===== src/rtl/switch_core_package.sv =====
// rtl/switch_core_package.sv - shared types and constants for the switch core egress path
package switch_core_package;

    typedef enum logic [1:0] {
        IDLE  = 2'd0,
        GRANT = 2'd1,
        GAP   = 2'd2
    } egress_scheduler_state_t;

    localparam int RMII_BYTE_CYCLES               = 8;
    localparam int DEFAULT_INTER_FRAME_GAP_CYCLES = 12 * RMII_BYTE_CYCLES;

endpackage


===== src/rtl/round_robin_priority_encoder.sv =====
// rtl/round_robin_priority_encoder.sv - picks the first eligible requester at or after the pointer
module round_robin_priority_encoder #(
    parameter int NUMBER_OF_REQUESTERS = 3,
    parameter int INDEX_WIDTH          = 2
) (
    input  logic [NUMBER_OF_REQUESTERS-1:0] request,
    input  logic [NUMBER_OF_REQUESTERS-1:0] request_enable,
    input  logic [INDEX_WIDTH-1:0]          pointer,
    output logic [INDEX_WIDTH-1:0]          winner,
    output logic                            any
);

    logic [NUMBER_OF_REQUESTERS-1:0] eligible;
    logic [INDEX_WIDTH-1:0]          candidate;

    assign eligible = request & request_enable;

    // Walk the candidates starting at the pointer, wrapping at the last requester; first hit wins
    always_comb begin
        winner    = '0;
        any       = 1'b0;
        candidate = pointer;
        for (int k = 0; k < NUMBER_OF_REQUESTERS; k++) begin
            if (!any && eligible[candidate]) begin
                winner = candidate;
                any    = 1'b1;
            end
            candidate = (candidate == INDEX_WIDTH'(NUMBER_OF_REQUESTERS - 1)) ? '0 : candidate + 1'b1;
        end
    end

endmodule


===== src/rtl/egress_frame_scheduler.sv =====
// rtl/egress_frame_scheduler.sv - frame-granular round-robin egress arbiter with IFG; watchdog via EGRESS_SCHEDULER_WATCHDOG_EN
module egress_frame_scheduler
    import switch_core_package::*;
#(
    parameter int NUMBER_OF_REQUESTERS   = 3,
    parameter int INTER_FRAME_GAP_CYCLES = DEFAULT_INTER_FRAME_GAP_CYCLES,
    parameter int MAX_GRANT_CYCLES       = 1550 * RMII_BYTE_CYCLES,
    localparam int INDEX_WIDTH = (NUMBER_OF_REQUESTERS > 2) ? $clog2(NUMBER_OF_REQUESTERS) : 1
) (
    input  logic                            clock,
    input  logic                            reset_n,
    input  logic [NUMBER_OF_REQUESTERS-1:0] request,
    input  logic [NUMBER_OF_REQUESTERS-1:0] request_enable,
    input  logic                            frame_last,
    output logic [NUMBER_OF_REQUESTERS-1:0] grant,
    output logic                            grant_valid,
    output logic [INDEX_WIDTH-1:0]          grant_index,
    output logic                            grant_timeout
);

    localparam int GAP_WIDTH = $clog2(INTER_FRAME_GAP_CYCLES + 1);

    egress_scheduler_state_t state;
    logic [INDEX_WIDTH-1:0]  rr_pointer;
    logic [GAP_WIDTH-1:0]    gap_count;
    logic [INDEX_WIDTH-1:0]  winner;
    logic                    any;
    logic                    watchdog_expired;
    logic                    release_now;

    round_robin_priority_encoder #(
        .NUMBER_OF_REQUESTERS(NUMBER_OF_REQUESTERS),
        .INDEX_WIDTH         (INDEX_WIDTH)
    ) u_encoder (
        .request       (request),
        .request_enable(request_enable),
        .pointer       (rr_pointer),
        .winner        (winner),
        .any           (any)
    );

`ifdef EGRESS_SCHEDULER_WATCHDOG_EN
    localparam int WATCHDOG_WIDTH = $clog2(MAX_GRANT_CYCLES + 1);

    logic [WATCHDOG_WIDTH-1:0] watchdog_count;

    assign watchdog_expired = (state == GRANT) && (watchdog_count == WATCHDOG_WIDTH'(MAX_GRANT_CYCLES - 1));

    // Count cycles of the held grant; cleared outside GRANT so it restarts on every new grant.
    // frame_last in the expiry cycle takes precedence and suppresses the timeout pulse.
    always_ff @(posedge clock or negedge reset_n) begin
        if (!reset_n) begin
            watchdog_count <= '0;
            grant_timeout  <= 1'b0;
        end else begin
            grant_timeout <= watchdog_expired && !frame_last;
            if (state != GRANT) begin
                watchdog_count <= '0;
            end else if (!watchdog_expired) begin
                watchdog_count <= watchdog_count + 1'b1;
            end
        end
    end
`else
    assign watchdog_expired = 1'b0;
    assign grant_timeout    = 1'b0;
`endif

    assign release_now = frame_last || watchdog_expired;

    // Scheduler FSM: grant one frame, release on frame end (or watchdog), then sit out the gap
    always_ff @(posedge clock or negedge reset_n) begin
        if (!reset_n) begin
            state       <= IDLE;
            grant       <= '0;
            grant_valid <= 1'b0;
            grant_index <= '0;
            rr_pointer  <= '0;
            gap_count   <= '0;
        end else begin
            case (state)
                IDLE: begin
                    if (any) begin
                        grant       <= NUMBER_OF_REQUESTERS'(1) << winner;
                        grant_index <= winner;
                        grant_valid <= 1'b1;
                        state       <= GRANT;
                    end
                end
                GRANT: begin
                    if (release_now) begin
                        grant       <= '0;
                        grant_valid <= 1'b0;
                        gap_count   <= GAP_WIDTH'(INTER_FRAME_GAP_CYCLES - 1);
                        rr_pointer  <= (grant_index == INDEX_WIDTH'(NUMBER_OF_REQUESTERS - 1)) ?
                                       '0 : grant_index + 1'b1;
                        state       <= GAP;
                    end
                end
                GAP: begin
                    if (gap_count == '0) begin
                        state <= IDLE;
                    end else begin
                        gap_count <= gap_count - 1'b1;
                    end
                end
                default: begin
                    state <= IDLE;
                end
            endcase
        end
    end

endmodule


===== config.mk =====
export PLATFORM = sky130hd
export DESIGN_NAME = egress_frame_scheduler
export DESIGN_NICKNAME = d
export VERILOG_FILES = /design/src/rtl/switch_core_package.sv /design/src/rtl/round_robin_priority_encoder.sv /design/src/rtl/egress_frame_scheduler.sv
export SDC_FILE = /design/constraint.sdc
export NUM_CORES = 1
export LEC_CHECK = 0
export CORE_MARGIN = 5
export CORE_UTILIZATION = 50
export CTS_CLUSTER_SIZE = 14
export DETAILED_ROUTE_END_ITERATION = 16
export PLACE_DENSITY = 0.79
export REMOVE_ABC_BUFFERS = 1
export SYNTH_ARGS = -nofsm -noshare
export SYNTH_HDL_FRONTEND = slang
export SYNTH_SLANG_ARGS = --single-unit
export TNS_END_PERCENT = 30

===== constraint.sdc =====
create_clock -name clock -period 1.75 [get_ports clock]
set_clock_uncertainty 0.05 [all_clocks]
set_input_delay 0.4375 -clock clock [delete_from_list [all_inputs] [get_ports clock]]
set_output_delay 0.4375 -clock clock [all_outputs]
set_load 0.005 [all_outputs]

==> results_dict.tcl, run 1 <==
set metrics [dict create \
    outcome "complete, no violations" \
    cts.path.max_buffers 2 \
    post_synth_fa_ha_maj_area_fraction_pct 1.447 \
    timing.critical_path.to_type "flop" \
    wl_met2_um 821 \
    ir_drop_v 0.0008796 \
    final_net_count 120 \
    final_layout_size_suffix_gt1_share_pct 14.68 \
    finalHoldViolations 0 \
    drv_slew 0 \
    drc 0 \
    worst-setup-path-type "reg2reg" \
    worst_r2r_startpoint "gap_count[1]" \
    worst-endpoint-arrival_ns 1.84 \
    fp.dieArea_sq_um 2661 \
    post_synth_xor_area_fraction_pct 0 \
    synth_simple_gate_area_share_pct 26.48 \
    routed_wire_length_um 1786 \
    fin_crit_ns 1.676 \
    comb_power_share_pct 42.3 \
    power.sequential.fraction_pct 43.9 \
    tritoncts_buffers 3 \
    met1Wirelength_um 813 \
    detail_route.iter0.violations 6 \
    placement.io_buffers 14 \
    layout-area-overhead-vs-synth_pct 28.80 \
    globalplace.congestion 0.7473 \
    crit_path_max_fanout 12 \
    setup_viol_count_final 0 \
    die_x_um 51.59 \
    finalPower_mw 1.501 \
    critical_path.endpoint "gap_count[5]" \
    sequential_to_total_area_share_from_yosys_stat_pct 49.20 \
    clkSlewWorstSetupHoldPaths_ns 0.10 \
    nFillCells 140 \
    switching_share_pct 34.54 \
    clockPowerShare_pct 13.7 \
    grt_pass1_wl_um 2980 \
    placed_cell_area_sq_um 1070 \
    detailedPlacementHpwl_um 1339 \
    ctsRootBufferMaster "sky130_fd_sc_hd__clkbuf_4" \
    post_synthesis_cell_type_count 32 \
    multi_input_area_sq_um 405.4 \
    ys_warn_count 0 \
    total_leakage_power_nw 0.5195 \
    routed-via-count 687 \
    initial_utilization_pct 51.19 \
    insertion_delay_ns 0.29 \
    postRouteAntennaNets 0 \
    max_freq_ghz 0.5968 \
    post_layout_nonfiller_instances 126 \
    viasPerCell 5.452 \
    synth.ff_latch_count 17 \
    power-per-cell-area_nw_per_um2 1347 \
    internal-power_mw 0.9823 \
    drv_cap 0 \
    crit-reg2reg-capture "gap_count[5]" \
    holdCritPathClass "in2async" \
    cts.htree.levels 1 \
    met3WireLength_um 108 \
    gate_count_post_synth 86 \
    area_fraction_in_compound_gates_after_synthesis_pct 15.48 \
    via_count_of_the_first_global_routing_pass 698 \
    place_inst 121 \
    design.core.area_sq_um 1689 \
    grt_max_degree 18 \
    fin_crit_sh_pct 95.74 \
    p_switching_mw 0.5182 \
    finish.instance_area_sq_um 1114 \
    routed.top_layer "met4" \
    timing.reg2reg.worst_path_depth 7 \
    pin_count 16 \
    synth_top_family_by_area "simple AND/OR/NAND/NOR gates" \
    yosys-mux-area-fraction_pct 2.315 \
    worstSetupStartpoint "gap_count[1]" \
    antenna-diode-count 0 \
    grt_setup_unrepaired "yes" \
    syn_avg_cell_area_sq_um 10.05 \
    clock-sinks 17 \
    register_to_register_path_setup_slack_ns 0.07 \
    timing.critical_path.from_type "flop" \
    critical_path_data_required_time_ns 1.92 \
    grt_overflow_total 0 \
    tns_ns 0 \
    grt_antenna_before_repair 0 \
    drtPass1Iterations 4 \
    cts_tree "done" \
    row_count 15 \
    wire_per_inst_um 14.17 \
    ctsHoldBuffers 0 \
    area.sequential_sq_um 425.4 \
    post_synth_instance_area_sq_um 864.6 \
    vertical_die_dimension_um 51.59 \
    grtUsageTotal_pct 15.23 \
]
[flip-flops by register name, summed over array words and instances (netlist names)]
register,count
gap_count,7
grant,3
grant_index,2
grant_valid,1
rr_pointer,2
state,2
[Yosys cell counts]
cell	count	area, sq um
sky130_fd_sc_hd__inv_1	3	11.26
sky130_fd_sc_hd__or2_1	1	6.260
sky130_fd_sc_hd__a311o_1	1	10.01
sky130_fd_sc_hd__a31o_1	2	17.52
sky130_fd_sc_hd__o31ai_1	1	7.510
sky130_fd_sc_hd__and4_1	4	35.03
sky130_fd_sc_hd__o2bb2ai_1	1	8.760
sky130_fd_sc_hd__nand2b_1	2	12.51
sky130_fd_sc_hd__o21ai_1	2	10.01
sky130_fd_sc_hd__a31oi_2	1	12.51
sky130_fd_sc_hd__buf_2	2	10.01
sky130_fd_sc_hd__nor3b_2	1	12.51
sky130_fd_sc_hd__nor2_1	6	22.52
sky130_fd_sc_hd__nand3_1	1	5.000
sky130_fd_sc_hd__nor3b_1	1	7.510
sky130_fd_sc_hd__nor4_1	1	6.260
sky130_fd_sc_hd__dfrtp_1	17	425.4
sky130_fd_sc_hd__buf_6	1	11.26
sky130_fd_sc_hd__nand3b_1	3	22.52
sky130_fd_sc_hd__nand2_2	1	6.260
sky130_fd_sc_hd__mux2i_1	2	20.02
sky130_fd_sc_hd__o211ai_1	1	7.510
sky130_fd_sc_hd__a21oi_1	3	15.01
sky130_fd_sc_hd__and2_1	3	18.77
sky130_fd_sc_hd__a211oi_1	4	30.03
sky130_fd_sc_hd__nand2_1	11	41.29
sky130_fd_sc_hd__a21o_1	2	15.01
sky130_fd_sc_hd__nor3_1	3	15.01
sky130_fd_sc_hd__ha_1	1	12.51
sky130_fd_sc_hd__buf_4	1	7.510
sky130_fd_sc_hd__conb_1	1	3.750
sky130_fd_sc_hd__and3b_1	2	17.52
[placed cells by master, fill, tap and decap left out, types with 2 or more instances in the layout]
| cell type | count |
|---|---|
| sky130_fd_sc_hd__a211oi_1 | 4 |
| sky130_fd_sc_hd__clkdlybuf4s50_1 | 13 |
| sky130_fd_sc_hd__nand2b_1 | 2 |
| sky130_fd_sc_hd__buf_4 | 8 |
| sky130_fd_sc_hd__nand3b_1 | 3 |
| sky130_fd_sc_hd__a21o_1 | 2 |
| sky130_fd_sc_hd__nor3_1 | 3 |
| sky130_fd_sc_hd__a21oi_1 | 3 |
| sky130_fd_sc_hd__o21ai_1 | 2 |
| sky130_fd_sc_hd__and4_1 | 4 |
| sky130_fd_sc_hd__and3b_1 | 2 |
| sky130_fd_sc_hd__mux2i_1 | 2 |
| sky130_fd_sc_hd__dfrtp_1 | 17 |
| sky130_fd_sc_hd__nor2_1 | 6 |
| sky130_fd_sc_hd__inv_1 | 3 |
| sky130_fd_sc_hd__and2_1 | 3 |
| sky130_fd_sc_hd__clkbuf_4 | 3 |
| sky130_fd_sc_hd__nand2_1 | 11 |
| sky130_fd_sc_hd__a31o_1 | 2 |
[logic make-up after synthesis]
group | count (synthesis)
and+or+nand+nor | 40
AOI/OAI and AO/OA | 18
DFF | 17
buffers and inverters | 7
muxes | 2
adders and majority gates | 1
other | 1
[power groups by stage]
stage	combinational (mW)	clock, mW	sequential [mW]
4_1_cts	0.625	0.215	0.657
2_1_floorplan	0.300	0	0.646
3_5_place_dp	0.625	0	0.665
5_1_grt	0.705	0.236	0.679
3_3_place_gp	0.603	0	0.659
6_report	0.635	0.206	0.659
[metal layers]
| layer | global-route usage [%] | vias to the layer above |
|---|---|---|
| met5 | 0 | - |
| met4 | 10.04 | 0 |
| met3 | 4.585 | 4 |
| met2 | 25.42 | 16 |
| met1 | 16.55 | 312 |
| li1 | - | 355 |
[critical path, stage by stage (launching register included)]
cell and delay, ns:
sky130_fd_sc_hd__dfrtp_1 0.40, sky130_fd_sc_hd__inv_1 0.06, sky130_fd_sc_hd__ha_1 0.18, sky130_fd_sc_hd__nor3b_4 0.22, sky130_fd_sc_hd__a31oi_2 0.14, sky130_fd_sc_hd__buf_12 0.16, sky130_fd_sc_hd__o211ai_1 0.19, sky130_fd_sc_hd__mux2i_1 0.21
[how the worst min path moves through the flow]
stage	from	to	slack (ns)	depth (start not counted)
floorplan	reset_n	gap_count[0]	0.09	0
global placement	grant_valid	grant_valid	0.41	2
detailed placement	grant_valid	grant_valid	0.41	2
CTS	reset_n	gap_count[5]	0.40	2
global route	reset_n	gap_count[5]	0.41	2
finish	reset_n	gap_count[5]	0.40	2
[layout make-up]
class                   instances  area share (%)
inverters                       3           1.011
well taps                      17           1.910
multi-input cells              62           36.40
repair buffers                 23           20.00
clock buffers                   3           2.022
clock inverters                 1          0.4494
flip-flops and latches         17           38.20
[repair_timing]
item,in CTS,in global routing
resized for setup,0,2
buffers inserted,0,1
setup endpoints to repair,0,3
[per-stage QoR]
step | util (%) | hold slack [ns] | setup slack (ns)
finish | 65.93 | 0.4046 | 0.07447
global route | 65.93 | 0.4052 | -0.04636
CTS | 64.96 | 0.4011 | 0.01430
detailed placement | 63.33 | 0.4147 | -0.07160
global placement | 63.33 | 0.4149 | -0.04744
floorplan | - | 0.09191 | 0.1609
Power figures use the tool's default switching activity.
==> inputs of run 2 (changes only) <==
--- a/config.mk
+++ b/config.mk
@@ -11,6 +11,8 @@
 export DETAILED_ROUTE_END_ITERATION = 16
 export PLACE_DENSITY = 0.79
 export REMOVE_ABC_BUFFERS = 1
+export SKIP_LAST_GASP = 1
+export SLEW_MARGIN = 20
 export SYNTH_ARGS = -nofsm -noshare
 export SYNTH_HDL_FRONTEND = slang
 export SYNTH_SLANG_ARGS = --single-unit
==> results_dict.tcl, run 2 (same netlist as run 1, synthesis figures left out) <==
set metrics [dict create \
    outcome "complete, no violations" \
    initial_utilization_pct 51.19 \
    crit_path_cell_trace "clkdlybuf4s50_1" \
    placement.io_buffers 14 \
    finish.instance_area_sq_um 1111 \
    detail_route.iter0.violations 6 \
    fp.dieArea_sq_um 2661 \
    cts.htree.levels 1 \
    grt_setup_unrepaired "yes" \
    design.core.area_sq_um 1689 \
    routed_wire_length_um 1785 \
    wire_per_inst_um 14.17 \
    finalPower_mw 1.504 \
    ctsHoldBuffers 0 \
    final_cell_mix "17 x sky130_fd_sc_hd__dfrtp_1, 14 x sky130_fd_sc_hd__clkdlybuf4s50_1, 11 x sky130_fd_sc_hd__nand2_1, 8 x sky130_fd_sc_hd__buf_4, 6 x sky130_fd_sc_hd__nor2_1" \
    register_to_register_path_setup_slack_ns 0.07 \
    cp_num_buf_inv 1 \
    critical_path_data_required_time_ns 1.26 \
    globalplace.congestion 0.7473 \
    final_common_cell "sky130_fd_sc_hd__dfrtp_1" \
    final_layout_size_suffix_gt1_share_pct 14.68 \
    place_inst 121 \
    grt_max_degree 18 \
    vertical_die_dimension_um 51.59 \
    grtUsageTotal_pct 15.23 \
    setup_viol_count_final 0 \
    fin_crit_ns 1.713 \
    post_layout_nonfiller_instances 126 \
    routed.top_layer "met4" \
    worst_r2r_startpoint "gap_count[1]" \
    crit-reg2reg-capture "gap_count[5]" \
    wl_met2_um 822 \
    timing.reg2reg.worst_path_depth 7 \
    largest-register "gap_count" \
    ir_drop_v 0.0008798 \
    die_x_um 51.59 \
    grt_overflow_total 0 \
    routed-via-count 689 \
    row_count 15 \
    insertion_delay_ns 0.29 \
    power-per-cell-area_nw_per_um2 1353 \
    cts.path.max_buffers 2 \
    drtPass1Iterations 4 \
    total_leakage_power_nw 0.5059 \
    max_freq_ghz 0.5839 \
    timing.critical_path.to_type "output pin" \
    clkSlewWorstSetupHoldPaths_ns 0.10 \
    worst_path_max_delay_cell "sky130_fd_sc_hd__clkdlybuf4s50_1" \
    via_count_of_the_first_global_routing_pass 698 \
    final_net_count 120 \
    grt_pass1_wl_um 2980 \
    worst-endpoint-arrival_ns 1.23 \
    detailedPlacementHpwl_um 1339 \
    antenna-diode-count 0 \
    worst-setup-path-type "reg2out" \
    layout-area-overhead-vs-synth_pct 28.51 \
    top_regs "gap_count x7, grant x3" \
    clock-sinks 17 \
    met1Wirelength_um 813 \
    fin_crit_sh_pct 97.87 \
    viasPerCell 5.468 \
    holdCritPathClass "in2async" \
    grt_antenna_before_repair 0 \
    path_delay_family "buffers and inverters" \
    cts_tree "done" \
    tns_ns 0 \
    drv_cap 0 \
    drv_slew 0 \
    placed_cell_area_sq_um 1070 \
    largest_register_ffs 7 \
    finalHoldViolations 0 \
    layout.core_utilization_pct 65.78 \
    tritoncts_buffers 3 \
    pin_count 16 \
    ctsRootBufferMaster "sky130_fd_sc_hd__clkbuf_4" \
    postRouteAntennaNets 0 \
    drc 0 \
    met3WireLength_um 106 \
    critical-path-max-stage-delay_ns 0.52 \
    crit_path_max_fanout 4 \
    timing.critical_path.from_type "flop" \
]
## run 2: cell count changes in the layout (fill, tap and decap cells not counted), sizes merged
cell and change:
dlymetal6s2s -1, clkdlybuf4s50 +1
## run 2: per-layer routing
layer	vias to the layer above	global-route usage [%]
met1	313	16.55
met4	0	10.04
met3	4	4.585
met2	16	25.42
met5	-	0
li1	356	-
## run 2: final cells by class
class | instances | area (sq um)
multi-input combinational | 62 | 405.4
clock buffer | 3 | 22.52
inverter | 3 | 11.26
fill | 140 | 578.1
timing repair buffer | 23 | 220.2
sequential | 17 | 425.4
clock inverter | 1 | 5.005
tap | 17 | 21.27
## run 2: what timing repair did
| action | CTS | global route |
|---|---|---|
| gates resized for setup | 0 | 1 |
| endpoints found under the setup margin | 0 | 3 |
| hold endpoints to repair | 0 | 0 |
| setup buffers | 0 | 1 |
## run 2: worst reg2reg max path: cells and delay by family (launching register included)
| family | cells | cell delay (ns) |
|---|---|---|
| simple gates | 1 | 0.22 |
| compound gates | 2 | 0.33 |
| mux | 1 | 0.21 |
| buf+inv | 2 | 0.22 |
| flops | 1 | 0.40 |
| fa+ha+maj | 1 | 0.18 |
## run 2: how the worst max path moves through the flow
stage	startpoint	endpoint	slack (ns)	cells after the start
finish	grant_index[0]	grant_index[0]	0.04	1
global route	gap_count[1]	gap_count[5]	-0.05	7
CTS	grant_index[0]	grant_index[0]	0.01	1
detailed placement	request[1]	grant[0]	-0.07	5
global placement	request[1]	grant[0]	-0.05	5
floorplan	gap_count[0]	gap_count[5]	0.16	6
## run 2: metrics by stage
step / setup slack (ns) / hold slack [ns]
6_report: 0.03733 / 0.4046
5_1_grt: -0.04636 / 0.4052
4_1_cts: 0.01430 / 0.4011
3_5_place_dp: -0.07160 / 0.4147
3_3_place_gp: -0.04744 / 0.4149
2_1_floorplan: 0.1609 / 0.09191
## run 2: power breakdown
part / internal (mW) / leakage, nW / total (mW) / switching [mW]
Sequential: 0.530 / 0.195 / 0.659 / 0.129
Combinational: 0.370 / 0.293 / 0.638 / 0.268
Clock: 0.0849 / 0.0177 / 0.206 / 0.121
Total: 0.985 / 0.506 / 1.50 / 0.519
==> inputs of run 3 (changes only) <==
--- a/config.mk
+++ b/config.mk
@@ -5,11 +5,12 @@
 export SDC_FILE = /design/constraint.sdc
 export NUM_CORES = 1
 export LEC_CHECK = 0
+export ABC_CLOCK_PERIOD_IN_PS = 1750
 export CORE_MARGIN = 5
 export CORE_UTILIZATION = 50
 export CTS_CLUSTER_SIZE = 14
 export DETAILED_ROUTE_END_ITERATION = 16
-export PLACE_DENSITY = 0.79
+export PLACE_DENSITY = 0.77
 export REMOVE_ABC_BUFFERS = 1
 export SKIP_LAST_GASP = 1
 export SLEW_MARGIN = 20
==> results_dict.tcl, run 3 (same netlist as run 1, synthesis figures left out) <==
set metrics [dict create \
    critical-path-max-stage-delay_ns 0.52 \
    routed-via-count 754 \
    grt_setup_unrepaired "yes" \
    clkSlewWorstSetupHoldPaths_ns 0.10 \
    setup_viol_count_final 0 \
    timing.reg2reg.worst_path_depth 7 \
    power.sequential.fraction_pct 42.7 \
    drc 0 \
    register_to_register_path_setup_slack_ns 0.08 \
    worst-setup-path-type "reg2out" \
    drv_slew 0 \
    finalHoldViolations 0 \
    grt_max_degree 18 \
    whs_ns 0.4077 \
    vertical_die_dimension_um 51.59 \
    outcome "complete, no violations" \
    holdCritPathClass "in2async" \
    crit-reg2reg-capture "gap_count[1]" \
    layout.core_utilization_pct 68.96 \
    drv_cap 0 \
    timing.critical_path.to_type "output pin" \
    grtUsageTotal_pct 16.01 \
    via_count_of_the_first_global_routing_pass 736 \
    power-per-cell-area_nw_per_um2 1330 \
    ctsRootBufferMaster "sky130_fd_sc_hd__clkbuf_4" \
    drtPass1Iterations 4 \
    total_leakage_power_nw 0.5371 \
    final_layout_size_suffix_gt1_share_pct 19.83 \
    row_count 15 \
    ctsHoldBuffers 0 \
    internal-power_mw 1.001 \
    detailedPlacementHpwl_um 1326 \
    routed_wire_length_um 1966 \
    grt_pass1_wl_um 3263 \
    crit_path_cell_trace "clkdlybuf4s50_1" \
    fin_crit_sh_pct 96.97 \
    antenna-diode-count 0 \
    largest-register "gap_count" \
    insertion_delay_ns 0.29 \
    nFillCells 135 \
    worst_r2r_startpoint "gap_count[0]" \
    initial_utilization_pct 51.19 \
    fin_crit_ns 1.697 \
    die_x_um 51.59 \
    detail_route.iter0.violations 13 \
    max_freq_ghz 0.5893 \
    top_regs "gap_count x7, grant x3" \
    cts.path.max_buffers 2 \
    final_net_count 127 \
    comb_power_share_pct 43.7 \
    post_layout_nonfiller_instances 133 \
    cts_tree "done" \
    final_common_cell "sky130_fd_sc_hd__dfrtp_1" \
    crit_path_max_fanout 4 \
    critical_path_data_required_time_ns 1.26 \
    layout-area-overhead-vs-synth_pct 34.73 \
    switching_share_pct 35.39 \
    grt_antenna_before_repair 0 \
    pin_count 16 \
    cp_num_buf_inv 1 \
    largest_register_ffs 7 \
    path_delay_family "buffers and inverters" \
    ir_drop_v 0.0008983 \
    final_cell_mix "17 x sky130_fd_sc_hd__dfrtp_1, 15 x sky130_fd_sc_hd__buf_4, 14 x sky130_fd_sc_hd__clkdlybuf4s50_1, 11 x sky130_fd_sc_hd__nand2_1, 6 x sky130_fd_sc_hd__nor2_1" \
    grt_overflow_total 0 \
    place_inst 124 \
    placement.io_buffers 14 \
    clockPowerShare_pct 13.6 \
    clock-sinks 17 \
    timing.critical_path.from_type "flop" \
    design.core.area_sq_um 1689 \
    tritoncts_buffers 3 \
    finalPower_mw 1.549 \
    worst_path_max_delay_cell "sky130_fd_sc_hd__clkdlybuf4s50_1" \
    worst-endpoint-arrival_ns 1.21 \
    p_switching_mw 0.5481 \
    globalplace.congestion 0.7801 \
    postRouteAntennaNets 0 \
    fp.dieArea_sq_um 2661 \
    wire_per_inst_um 14.78 \
    viasPerCell 5.669 \
    cts.htree.levels 1 \
]
==> run 3: timing repair <==
action / 4_1_cts / 5_1_grt
setup buffers: 0 / 4
endpoints found under the setup margin: 0 / 7
hold endpoints to repair: 0 / 0
resized for setup: 0 / 2
==> run 3: worst max-delay path by stage <==
| stage | cells past startpoint | slack, ns | endpoint | from |
|---|---|---|---|---|
| 2_1_floorplan | 6 | 0.16 | gap_count[5] | gap_count[0] |
| 3_3_place_gp | 5 | -0.07 | grant[0] | request[1] |
| 3_5_place_dp | 5 | -0.11 | grant[0] | request[1] |
| 4_1_cts | 1 | 0.04 | grant_index[1] | grant_index[1] |
| 5_1_grt | 7 | -0.05 | gap_count[1] | gap_count[0] |
| 6_report | 1 | 0.05 | grant_index[0] | grant_index[0] |
==> run 3: layout make-up <==
type	count	area [sq um]	area share, %
Inverter	3	11.26	0.9667
Timing Repair Buffer	29	252.7	21.70
Clock inverter	1	5.005	0.4296
Clock buffer	3	22.52	1.933
Multi-Input combinational cell	63	426.7	36.63
Tap cell	17	21.27	1.826
Sequential cell	17	425.4	36.52
==> run 3: metal layers <==
| layer | part of all wire, % | track usage (%) |
|---|---|---|
| met5 | 0 | 0 |
| met1 | 43 | 20.59 |
| met2 | 50 | 26.69 |
| met4 | 1.6 | 6.550 |
| met3 | 5.4 | 2.579 |
==> run 3: stage by stage <==
stage	setup slack (ns)	cell area (sq um)	setup TNS, ns
after detailed placement	-0.1100	1080	-0.1817
after global routing	-0.04583	1165	-0.09318
final	0.05301	1165	0
after CTS	0.03699	1107	0
after floorplan	0.1609	835.8	0
after global placement	-0.06698	1080	-0.1443
==> run 3: power groups by stage <==
stage,Clock [mW],Combinational [mW],Sequential (mW)
after floorplan,0,0.300,0.646
after global placement,0,0.586,0.659
after detailed placement,0,0.604,0.667
after CTS,0.222,0.607,0.659
after global routing,0.236,0.746,0.685
final,0.211,0.676,0.662
